--- src/rtl/fetch_pkg.sv ---
// Shared types and constants for the instruction fetch queue.
// FETCH_FAULT_EN (optional) enables the instruction-space range check in the top level.
package fetch_pkg;

    typedef struct packed {
        logic [31:0] pc;
        logic [31:0] ir;
        logic        fault;
    } fq_entry_t;

    typedef enum logic [1:0] {
        IDLE,
        FETCH,
        SQUASH
    } fetch_state_t;

    localparam logic [31:0] INSTR_LIMIT = 32'h0000_6000;
    localparam logic [31:0] NOP         = 32'h0000_0013;

    function automatic logic pc_out_of_range(input logic [31:0] pc);
        return (pc >= INSTR_LIMIT);
    endfunction

endpackage

--- src/rtl/fetch_fifo.sv ---
// Synchronous FIFO of fetched {pc, instr, fault} entries; flush wins over push and pop.
// Head entry is presented directly from storage; pointers and count are the only reset state.
module fetch_fifo
    import fetch_pkg::*;
#(
    parameter int DEPTH = 4,
    localparam int AW = $clog2(DEPTH),
    localparam int CW = AW + 1
) (
    input  logic          i_clk,
    input  logic          i_rst,
    input  logic          i_push,
    input  logic          i_pop,
    input  logic          i_flush,
    input  fq_entry_t     i_din,
    output fq_entry_t     o_dout,
    output logic          o_full,
    output logic          o_empty,
    output logic [CW-1:0] o_count
);

    fq_entry_t       r_mem [DEPTH];
    logic [AW-1:0]   r_wr;
    logic [AW-1:0]   r_rd;
    logic [CW-1:0]   r_cnt;
    logic            w_push;
    logic            w_pop;

    assign o_full  = (r_cnt == CW'(DEPTH));
    assign o_empty = (r_cnt == '0);
    assign o_count = r_cnt;
    assign o_dout  = r_mem[r_rd];

    assign w_push = i_push & ~o_full & ~i_flush;
    assign w_pop  = i_pop & ~o_empty & ~i_flush;

    always_ff @(posedge i_clk) begin
        if (i_rst || i_flush) begin
            r_wr  <= '0;
            r_rd  <= '0;
            r_cnt <= '0;
        end else begin
            if (w_push) r_wr <= r_wr + AW'(1);
            if (w_pop)  r_rd <= r_rd + AW'(1);
            r_cnt <= r_cnt + CW'(w_push) - CW'(w_pop);
        end
    end

    always_ff @(posedge i_clk) begin
        if (w_push) r_mem[r_wr] <= i_din;
    end

endmodule

--- src/rtl/instr_fetch_queue.sv ---
// Fetch front end: owns the fetch PC, issues held read requests to the memory wrapper and
// buffers results in fetch_fifo. Optional macro FETCH_FAULT_EN adds out-of-range fault entries.
module instr_fetch_queue
    import fetch_pkg::*;
#(
    parameter int          DEPTH    = 4,
    parameter logic [31:0] PC_RESET = 32'h0000_0000
) (
    input  logic        CLK,
    input  logic        RST,
    input  logic        BR_TAKEN,
    input  logic [31:0] BR_PC,
    input  logic        IF_READY,
    output logic        IF_VALID,
    output logic [31:0] IF_PC,
    output logic [31:0] IF_IR,
`ifdef FETCH_FAULT_EN
    output logic        IF_FAULT,
`endif
    output logic        MEM_RDEN1,
    output logic [13:0] MEM_ADDR1,
    input  logic [31:0] MEM_DOUT1,
    input  logic        memValid1
);

    localparam int CW = $clog2(DEPTH) + 1;

    fetch_state_t  r_state;
    fetch_state_t  w_state_nxt;
    logic [31:0]   r_pc;
    logic [31:0]   w_pc_nxt;
    logic [13:0]   r_sq_addr;
    logic          w_sq_load;
    logic          r_halt;
    logic          w_halt_nxt;
    logic          w_out_of_range;
    logic          w_push;
    logic          w_pop;
    logic          w_flush;
    logic          w_full;
    logic          w_empty;
    logic          w_last_slot;
    logic [CW-1:0] w_count;
    fq_entry_t     w_entry;
    fq_entry_t     w_head;

`ifdef FETCH_FAULT_EN
    assign w_out_of_range = pc_out_of_range(r_pc);
`else
    assign w_out_of_range = 1'b0;
`endif

    assign IF_VALID    = ~w_empty;
    assign IF_PC       = w_empty ? 32'h0 : w_head.pc;
    assign IF_IR       = w_empty ? 32'h0 : w_head.ir;
`ifdef FETCH_FAULT_EN
    assign IF_FAULT    = ~w_empty & w_head.fault;
`else
    logic w_unused_fault;
    assign w_unused_fault = w_head.fault;
`endif

    // A squashed request must keep presenting the address it was launched with.
    assign MEM_ADDR1   = (r_state == SQUASH) ? r_sq_addr : r_pc[15:2];
    assign w_last_slot = (w_count == CW'(DEPTH - 1)) && !w_pop;

    always_comb begin
        w_state_nxt = r_state;
        w_pc_nxt    = r_pc;
        w_halt_nxt  = r_halt;
        w_push      = 1'b0;
        w_sq_load   = 1'b0;
        MEM_RDEN1   = 1'b0;
        w_entry     = '{pc: r_pc, ir: MEM_DOUT1, fault: 1'b0};
        w_flush     = BR_TAKEN;
        w_pop       = IF_VALID & IF_READY & ~BR_TAKEN;

        case (r_state)
            IDLE: begin
                if (!w_full && !r_halt) w_state_nxt = FETCH;
            end
            FETCH: begin
                if (w_out_of_range) begin
                    w_entry.ir    = NOP;
                    w_entry.fault = 1'b1;
                    w_push        = 1'b1;
                    w_halt_nxt    = 1'b1;
                    w_state_nxt   = IDLE;
                end else begin
                    MEM_RDEN1 = 1'b1;
                    if (memValid1) begin
                        w_push      = 1'b1;
                        w_pc_nxt    = r_pc + 32'd4;
                        w_state_nxt = w_last_slot ? IDLE : FETCH;
                    end
                end
            end
            SQUASH: begin
                MEM_RDEN1 = 1'b1;
                if (memValid1) w_state_nxt = FETCH;
            end
            default: w_state_nxt = IDLE;
        endcase

        // Redirect overrides push/pop; an outstanding miss is drained in SQUASH.
        if (BR_TAKEN) begin
            w_push     = 1'b0;
            w_pc_nxt   = BR_PC & ~32'h3;
            w_halt_nxt = 1'b0;
            if (r_state == SQUASH) begin
                w_state_nxt = memValid1 ? FETCH : SQUASH;
            end else if (MEM_RDEN1 && !memValid1) begin
                w_state_nxt = SQUASH;
                w_sq_load   = 1'b1;
            end else begin
                w_state_nxt = FETCH;
            end
        end
    end

    always_ff @(posedge CLK) begin
        if (RST) begin
            r_state <= IDLE;
            r_pc    <= PC_RESET;
            r_halt  <= 1'b0;
        end else begin
            r_state <= w_state_nxt;
            r_pc    <= w_pc_nxt;
            r_halt  <= w_halt_nxt;
        end
    end

    always_ff @(posedge CLK) begin
        if (w_sq_load) r_sq_addr <= r_pc[15:2];
    end

    fetch_fifo #(
        .DEPTH(DEPTH)
    ) u_fifo (
        .i_clk   (CLK),
        .i_rst   (RST),
        .i_push  (w_push),
        .i_pop   (w_pop),
        .i_flush (w_flush),
        .i_din   (w_entry),
        .o_dout  (w_head),
        .o_full  (w_full),
        .o_empty (w_empty),
        .o_count (w_count)
    );

endmodule
--- config.mk ---
export PLATFORM = sky130hd
export DESIGN_NAME = instr_fetch_queue
export DESIGN_NICKNAME = d
export VERILOG_FILES = /design/src/rtl/fetch_pkg.sv /design/src/rtl/fetch_fifo.sv /design/src/rtl/instr_fetch_queue.sv
export SDC_FILE = /design/constraint.sdc
export NUM_CORES = 1
export LEC_CHECK = 0
export CAP_MARGIN = 10
export CORE_MARGIN = 3
export CORE_UTILIZATION = 45
export DETAILED_ROUTE_END_ITERATION = 12
export GPL_TIMING_DRIVEN = 1
export PLACE_DENSITY = 0.73
export SYNTH_ARGS = -nofsm -noshare
export SYNTH_HDL_FRONTEND = slang
export SYNTH_SLANG_ARGS = --single-unit
--- constraint.sdc ---
create_clock -name CLK -period 4.2 [get_ports CLK]
set_input_delay 0.63 -clock CLK [delete_from_list [all_inputs] [get_ports CLK]]
set_output_delay 0.63 -clock CLK [all_outputs]
set_load 0.005 [all_outputs]
# Word level (Yosys, flattened, before mapping)
# Memory sizes are Yosys's and may differ from the RTL's. A register that Yosys moved wholly into a read port is not among the register bits.
# Index checks and enable logic that the tools add are counted.
[word_totals]
input_bits = 69
output_inout_bits = 80
word_cells = 70
reg_bits = 55
mem_bits_rw = 256
n_memories = 1
[mem_list]
columns = ["name", "depth", "width", "rd", "rd_ports_with_merged_regs", "write_ports", "line_no", "rtl"]
rows = [
  ["u_fifo.r_mem", 4, 64, 1, 1, 1, "fetch_fifo.sv:22", "fq_entry_t r_mem [DEPTH];"],
]
[op_classes]
mux = 26
n_reduce_logical = 15
addsub = 5
bitwise_logic = 9
n_eq_ne = 7
[op_table]
columns = ["operator", "count"]
rows = [
  ["32-bit two-way mux", 5],
  ["32-bit by 3-bit adder with 32-bit output (second input constant)", 1],
  ["2-bit two-way mux", 9],
  ["14-bit two-way mux", 1],
  ["1-bit two-way mux", 10],
  ["3-bit != test (second input constant)", 3],
  ["1-bit bitwise AND", 6],
  ["2-bit one-hot mux with 3 select lines", 1],
  ["2-bit by 1-bit adder with 2-bit output (second input constant)", 2],
  ["2-bit AND reduction", 2],
  ["2-bit nonzero test", 2],
  ["2-bit OR reduction", 2],
  ["3-bit by 1-bit adder with 3-bit output", 1],
  ["3-bit by 2-bit == test with 1-bit output (second input constant)", 1],
  ["3-bit == test (second input constant)", 1],
  ["1-bit zero test", 3],
  ["3-bit zero test", 1],
  ["1-bit inverter", 3],
  ["3-bit AND reduction", 1],
  ["3-bit by 1-bit subtractor with 3-bit output", 1],
  ["2-bit by 1-bit == test with 1-bit output (second input constant)", 1],
  ["2-bit == test (second input constant)", 1],
  ["1-bit logical AND", 2],
  ["2-bit zero test", 1],
  ["1-bit logical OR", 1],
]

# Longest topological paths before layout
# Gate-level depths: netlist of the first run.
[depth]
word_depth = 10
depth_mapped = 10
ltp_nobuf = 9

# Hierarchy
# From an unflattened synthesis of the first run, not the netlist that was laid out.
[hier_totals]
cells_unflattened = 753
area_unflattened_um2 = 12952.4
[by_module_without_submodules]
columns = ["mod", "area_per_inst_um2", "seq_area_each_um2", "n_inst", "cells_per_inst"]
rows = [
  ["fetch_fifo", 9875.7, 7987.7, 1, 389],
  ["instr_fetch_queue", 3076.7, 1061.0, 1, 364],
]

# Worst setup path after synthesis of the first run
# OpenSTA, ideal clock, no wires.
[synth_timing]
path_type = "input port to flip-flop"
startpoint = "in memValid1"
endpoint = "mem u_fifo.r_mem[1][0] (netlist name), enable pin"
path_stages = 4
required_ps = 3774
setup_ps = 426
arrival_time_ps = 2948
path_slack_ps = 825
path_buffers = 1
cell_sequence = "buf_2 nand2_1 nor3_1 and2_1"
[synth_between]
elab_chain_len = 7
[synth_rtl]
columns = ["element", "line_no", "rtl"]
rows = [
  ["from (decl)", "instr_fetch_queue.sv:23", "input logic memValid1"],
  ["1-bit two-way mux", "instr_fetch_queue.sv:91", "if (memValid1) begin"],
  ["1-bit two-way mux", "instr_fetch_queue.sv:78", "case (r_state)"],
  ["1-bit two-way mux", "instr_fetch_queue.sv:106", "if (BR_TAKEN) begin"],
  ["1-bit bitwise AND (2 in series)", "fetch_fifo.sv:34", "assign w_push = i_push & ~o_full & ~i_flush;"],
  ["net u_fifo.w_push", "fetch_fifo.sv:26", "logic w_push;"],
  ["1-bit two-way mux", "fetch_fifo.sv:50", "if (w_push) r_mem[r_wr] <= i_din;"],
  ["1-bit two-way mux (not written as such)", "fetch_fifo.sv:50", ""],
  ["to (decl)", "fetch_fifo.sv:22", ""],
]
# The timed path passes the listed nets, and every way through them passes these cells.

==> key figures, run 1 <==
GRT
  – Pin count of the biggest net entering global routing: 50
  – Number of global-route vias before repair: 6919
  – First-pass GRT wire length: 39200 um
  – GRT Total Usage: 17.1%
  – Initial antenna violation count: 0
  – GRT overflow: 0

Run status
  – Status: completed

Finish
  – Area Growth Syn to Fin: 23.7%
  – NumNets Final: 961
  – Most frequent cells in the layout: edfxtp_1, clkdlybuf4s50_1, and2_1
  – FILL cells: 2081
  – Most common cell after layout, fill and taps aside: edfxtp_1
  – Share of post-route cells with drive strength above 1: 16.9%
  – Antenna diode count: 0

Logic synthesis
  – Mean Syn Cell Area: 17.0 sq um
  – Synth Area in Simple Gates: 9.47%
  – Mapped Area: between 0.01 and 0.015 sq mm
  – Adder-cell share of the synthesized area: 1.27%
  – Main synth FF type: edfxtp_1
  – Post-synthesis sequential area ratio: 70.2%
  – Post-synthesis xor/xnor area fraction: 1.20%
  – Synth warn: 0
  – Post-synth EDFFs: 262
  – #FFs+latches synth: 303
  – Main combinational cell family by area after synthesis: multiplexers
  – Multiplexer area fraction after synthesis: 12.5%
  – Mapped Cells: 726
  – Distinct cell type count after synthesis: 55
  – Compound-Gate Fraction of Synth Area: around 3.5%
  – Ys async rst share: 0%

Worst setup path
  – Worst path bufs/invs: 2
  – Crit-path max cell delay: 750 ps
  – WS Path Type: register to output pin
  – RR Startpoint: u_fifo.o_count[1]$_SDFF_PP0_
  – Critical-path top delay cell: dfxtp_4
  – Crit. End Element: output pin
  – Top delay family on crit path: flip-flops
  – Cells on worst reg2reg path: 9
  – Worst path required time: about 3600 ps
  – Critical Path AT: 2760 ps
  – FF-to-FF End: u_fifo.o_count[2]$_SDFF_PP0_
  – CP max FO: 27
  – Critical path cell sequence: buf_12 > mux4_2 > and2_1 > clkdlybuf4s50_1
  – Worst setup SP type: register
  – Reg2Reg Setup Slack: 1430 ps

Clocking
  – Post-cts hold buffer count: 0
  – Num CTS Buffers: 30
  – Clk root buf: clkbuf_16
  – Clock edge transition at the registers on the reported setup and hold paths: 60 ps
  – Clock Latency Late Sink: around 540 ps
  – Max clock buf depth: 3
  – Clock sink count: 303
  – Postcts setup bufs: 0
  – # resized after CTS: 0
  – TritonCTS clock tree: built
  – H-tree levels: 1

STA
  – Slew Viols, Final: 0
  – Fmax: 295 MHz
  – Final Hold Viols: 0
  – Final Cycle Share: about four fifths
  – Minimum clock period: 3390 ps
  – TNS Setup: 0 ps
  – Rel. slew slack: 40.6%
  – Setup violations, final: 0
  – Hold Slack: 509 ps
  – Slew @ Worst Pin: 892 ps
  – Max Clock Skew: ~12 ps
  – RSZ-0062 raised after global routing: false

Detailed routing
  – Post-Route WL: between 20000 and 30000 um
  – Starting DRC count in detailed routing: 578
  – 1st-pass router iterations: 5
  – Via-to-Cell Ratio: 5.57
  – DRT antenna net count: 0
  – DRC Markers: 0
  – Per-cell routed wire length: just over 20 um
  – DR vias: 6931

Floorplanning
  – Core Area: 0.0270 sq mm
  – Rows: 60
  – Die Y: between 150 and 200 um
  – Die Wd: 172 um
  – Die area: 0.0295 sq mm
  – Initial Util: a little under half
  – I/O pin total: about 150

Min path
  – Hold WC Path Type: register to register
  – WHS Path Cells: 2
  – Hold Startpoint: r_state[1]$_SDFFE_PP0P_
  – Hold endpoint: r_state[1]$_SDFFE_PP0P_

Placed design
  – Final HPWL DP: 15800 um
  – GPL Wtd Cong: 0.813
  – Port-buffer cells: around 140

Power
  – Cell Pwr Density: between 400 and 500 mW/mm^2
  – Peak supply drop: 0.000287 V
  – Pleak: 4.89 nW

Flow run
  – Max-cap violations: 0
## worst register-to-register path: stages, from the launching register on
cell,delay (ps)
dfxtp_1,340
or3_2,760
and2_1,280
ha_1,280
inv_1,40
ha_1,180
fa_1,390
xnor2_1,200
xnor2_1,140
nor2_1,50
## flip-flops by register name, indices dropped and copies added (netlist names), named ones only
signal,cells
u_fifo.r_mem,248
r_pc,30
r_sq_addr,14
u_fifo.o_count,3
r_state,2
u_fifo.r_rd,2
u_fifo.r_wr,2
## per-stage QoR
| step | util [%] | std cells | setup WS, ps | cell area (sq um) | power (mW) |
|---|---|---|---|---|---|
| finish | 56.6 | 1245 | 814 | 15300 | 6.46 |
| global route | 56.6 | 1245 | 606 | 15300 | 6.69 |
| CTS | 56.6 | 1245 | 716 | 15300 | 6.53 |
| detailed placement | 52.9 | 1189 | 935 | 14300 | 3.79 |
| global placement | 52.9 | 1189 | 970 | 14300 | 3.78 |
| floorplan | - | 727 | 825 | 12400 | 3.59 |
## metal layers
layer	track usage (%)	routed length, um	part of all wire, %	up-vias
met1	23.6	11000	43	3475
met5	0	0	0	-
li1	-	-	-	3179
met3	3.36	1700	6.7	31
met4	3.89	455	1.8	0
met2	28.4	12200	48	246
## cells by family (layout without fill, tap and decap cells)
| family | Yosys count | in the layout |
|---|---|---|
| AOI/OAI and AO/OA | 58 | 58 |
| adders and majority gates | 12 | 12 |
| DFF | 303 | 303 |
| and+or+nand+nor | 206 | 206 |
| other | 1 | 2 |
| buffers and inverters | 54 | 231 |
| muxes | 75 | 75 |
| xor gates and xnor gates | 17 | 17 |
## cells in the mapped netlist, drive strengths merged, types with 4 or more instances
library cell	number	share of area, %
a2111oi	4	0.28
a211oi	12	0.73
a21oi	8	0.32
a311oi	9	0.64
and2	71	3.6
and3	8	0.40
buf	12	0.56
clkbuf	28	0.85
dfxtp	41	6.6
edfxtp	262	64
ha	11	1.1
inv	14	0.42
mux2	12	1.1
mux4	62	11
nand2	20	0.61
nand3	15	0.61
nand4	11	0.68
nor2	35	1.1
nor3	10	0.44
nor4	10	0.51
o21ai	4	0.16
o31ai	6	0.36
or3	4	0.24
or4	4	0.24
xnor2	12	0.85
xor2	5	0.35
## worst max path at each step
stage          startpoint                            end  slack (ps)  cells after the start
6_report         register                       IF_IR[1]         810                      4
5_1_grt          register                      IF_IR[21]         610                      4
4_1_cts          register                      IF_PC[11]         720                      4
3_5_place_dp    memValid1  u_fifo.r_mem[2][13]$_DFFE_PP_         940                      6
3_3_place_gp    memValid1  u_fifo.r_mem[2][13]$_DFFE_PP_         970                      6
2_1_floorplan   memValid1   u_fifo.r_mem[1][0]$_DFFE_PP_         830                      4
## power breakdown
group	internal [mW]	total [mW]	leakage, nW	switching (mW)
combinational	0.183	0.327	1.66	0.144
sequential	3.33	3.39	2.72	0.0622
clock	1.65	2.74	0.503	1.08
## area by class of cell
cell class              count  area, sq um  share of cell area [%]
repair buffers            161         1630                    10.7
well taps                 341          427                    2.79
multi-input cells         370         3480                    22.7
flip-flops and latches    303         8690                    56.8
clock buffers              36          795                    5.19
clock inverters            20          230                    1.50
inverters                  14         52.6                   0.343
(Power assumes the default switching activity.)
==> run 2, diff against run 1 <==
- PLACE_DENSITY: 0.73 -> 0.75
- clock period: 4.2 -> 3 ns (I/O delays scaled with it)
==> key figures, run 2 (synthesis results as in run 1) <==
Run status
  – Status: completed

Finish
  – Biggest regs: u_fifo.r_mem (248), r_pc (30), r_sq_addr (14)
  – Most frequent cells in the layout: edfxtp_1, clkdlybuf4s50_1, and2_1
  – Antenna diode count: 0 (unchanged)
  – Share of post-route cells with drive strength above 1: 19.5% (+2.6 points)
  – Largest reg by FF count: u_fifo.r_mem
  – Fin cells: 1265 (+1.6%)
  – Area Growth Syn to Fin: 25.2%
  – Final Core Density: 57.3% (+0.70 points)
  – Largest register FFs: 248 (unchanged)
  – NumNets Final: 981 (+2.1%)
  – Most common cell after layout, fill and taps aside: edfxtp_1

Worst setup path
  – Cells on worst reg2reg path: 9 (unchanged)
  – Worst path required time: 2550 ps (-1020 ps)
  – WS Path Type: register to output pin
  – CP startpoint: u_fifo.o_count[1]$_SDFF_PP0_
  – Crit. End Element: output pin
  – Critical path cell sequence: or3_2 > buf_6 > and2_1 > clkdlybuf4s50_1
  – Crit-path max cell delay: 510 ps (-240 ps)
  – FF-to-FF End: u_fifo.o_count[2]$_SDFF_PP0_
  – Worst path bufs/invs: 2 (unchanged)
  – Worst setup SP type: register
  – Critical-path top delay cell: or3_2
  – WP depth: 4 (unchanged)
  – RR Startpoint: u_fifo.o_count[1]$_SDFF_PP0_
  – CP max FO: 64 (+140%)
  – Critical Path AT: 2400 ps (-360 ps)
  – Top delay family on crit path: buffers and inverters
  – CP endpoint: IF_PC[29]
  – Reg2Reg Setup Slack: 600 ps (-830 ps)

Detailed routing
  – Post-Route WL: 26200 um (+3.4%)
  – DRC Markers: 0 (unchanged)
  – DR vias: 7053 (+1.8%)
  – DRT antenna net count: 0 (unchanged)
  – Per-cell routed wire length: 20.7 um (+1.8%)
  – Starting DRC count in detailed routing: 507 (-12%)
  – 1st-pass router iterations: 5 (unchanged)
  – Via-to-Cell Ratio: 5.58 (+0.15%)

Floorplanning
  – Die area: 0.0295 sq mm (unchanged)
  – Die Wd: 172 um (unchanged)
  – I/O pin total: 149 (unchanged)
  – Rows: 60 (unchanged)
  – Die Y: 172 um (unchanged)
  – Initial Util: 45.8% (unchanged)
  – Core Area: 0.0270 sq mm (unchanged)

Power
  – Peak supply drop: 0.000372 V (+30%)
  – Cell Pwr Density: 582 mW/mm^2 (+38%)
  – Pleak: 4.99 nW (+2.1%)

STA
  – Final Hold Viols: 0 (unchanged)
  – Minimum clock period: roughly 2800 ps
  – TNS Setup: 0 ps (unchanged)
  – Rel. slew slack: 57.6% (+17 points)
  – Max Clock Skew: 8.12 ps (-4.23 ps)
  – Slew @ Worst Pin: 631 ps (-261 ps)
  – Fmax: 351 MHz
  – RSZ-0062 raised after global routing: false
  – Setup violations, final: 0 (unchanged)
  – Slew Viols, Final: 0 (unchanged)
  – Final Cycle Share: 94.9%

GRT
  – Initial antenna violation count: 0 (unchanged)
  – Number of global-route vias before repair: 7076 (+2.3%)
  – GRT overflow: 0 (unchanged)
  – Pin count of the biggest net entering global routing: 65 (+30%)
  – GRT Total Usage: 17.8% (+0.70 points)
  – First-pass GRT wire length: 40500 um (+3.5%)

Clocking
  – Clock sink count: 303 (unchanged)
  – Max clock buf depth: 3 (unchanged)
  – Num CTS Buffers: 30 (unchanged)
  – Clk root buf: clkbuf_16
  – Clock Latency Late Sink: 550 ps (about the same)
  – TritonCTS clock tree: built
  – H-tree levels: 1 (unchanged)
  – Clock edge transition at the registers on the reported setup and hold paths: 70 ps (about the same)

Min path
  – Hold WC Path Type: primary input to register

Placed design
  – Final HPWL DP: 16300 um (+2.8%)
  – Placed cell count: 1206 (+1.4%)
  – GPL Wtd Cong: 0.790 (-2.7%)
  – Port-buffer cells: 144 (unchanged)

Flow run
  – Max-cap violations: 0 (unchanged)
[run 2: cell count changes in the layout (fill, tap and decap cells not counted), sizes merged]
cell,delta
clkinv,-3
inv,+3
clkinvlp,+3
buf,+20
bufinv,-3
[run 2: final cells by class]
type | count | area, sq um
Inverter | 14 | 52.6
Clock buffer | 36 | 825
Timing Repair Buffer | 181 | 1810
Fill cell | 2052 | 11500
Tap cell | 341 | 427
Sequential cell | 303 | 8690
Clock inverter | 20 | 205
Multi-Input combinational cell | 370 | 3480
[run 2: worst min-delay path by stage]
stage | from | to | slack (ps) | depth (start not counted)
after detailed placement | r_state[1]$_SDFFE_PP0P_ | r_state[1]$_SDFFE_PP0P_ | 500 | 2
final | BR_PC[13] | r_pc[13]$_SDFFE_PP0P_ | 480 | 3
after floorplan | r_pc[31]$_SDFFE_PP0P_ | u_fifo.r_mem[0][63]$_DFFE_PP_ | 480 | 0
after global routing | BR_PC[13] | r_pc[13]$_SDFFE_PP0P_ | 470 | 3
after CTS | BR_PC[13] | r_pc[13]$_SDFFE_PP0P_ | 460 | 3
after global placement | r_state[1]$_SDFFE_PP0P_ | r_state[1]$_SDFFE_PP0P_ | 500 | 2
[run 2: power by group]
group | internal (mW) | total, mW | switching (mW)
combinational | 0.272 | 0.501 | 0.228
clock | 2.17 | 3.78 | 1.61
sequential | 4.66 | 4.73 | 0.0700
[run 2: worst min-delay path, stage by stage]
cell and delay [ps]:
clkdlybuf4s50_1 400, nor2_1 90, a211oi_1 50
[run 2: timing repair]
action,4_1_cts,5_1_grt
hold endpoints to repair,0,0
pin swaps,0,0
gates resized for setup,1,1
hold buffers,0,0
endpoints found under the setup margin,61,43
setup buffers,3,0
[run 2: stage by stage]
step	area (sq um)	power [mW]	hold slack, ps	setup slack (ps)
detailed placement	14400	5.32	502	320
global route	15500	9.32	475	72.4
finish	15500	9.01	477	152
global placement	14400	5.31	497	318
floorplan	12400	5.02	475	415
CTS	15500	9.09	460	10.2
[run 2: routing by layer]
metal | GRT usage [%] | vias up | share of wire, %
met3 | 2.96 | 38 | 6.2
met1 | 25.4 | 3534 | 45
met5 | 0 | - | 0
met4 | 4.10 | 0 | 1.9
met2 | 29.0 | 253 | 47
li1 | - | 3228 | -
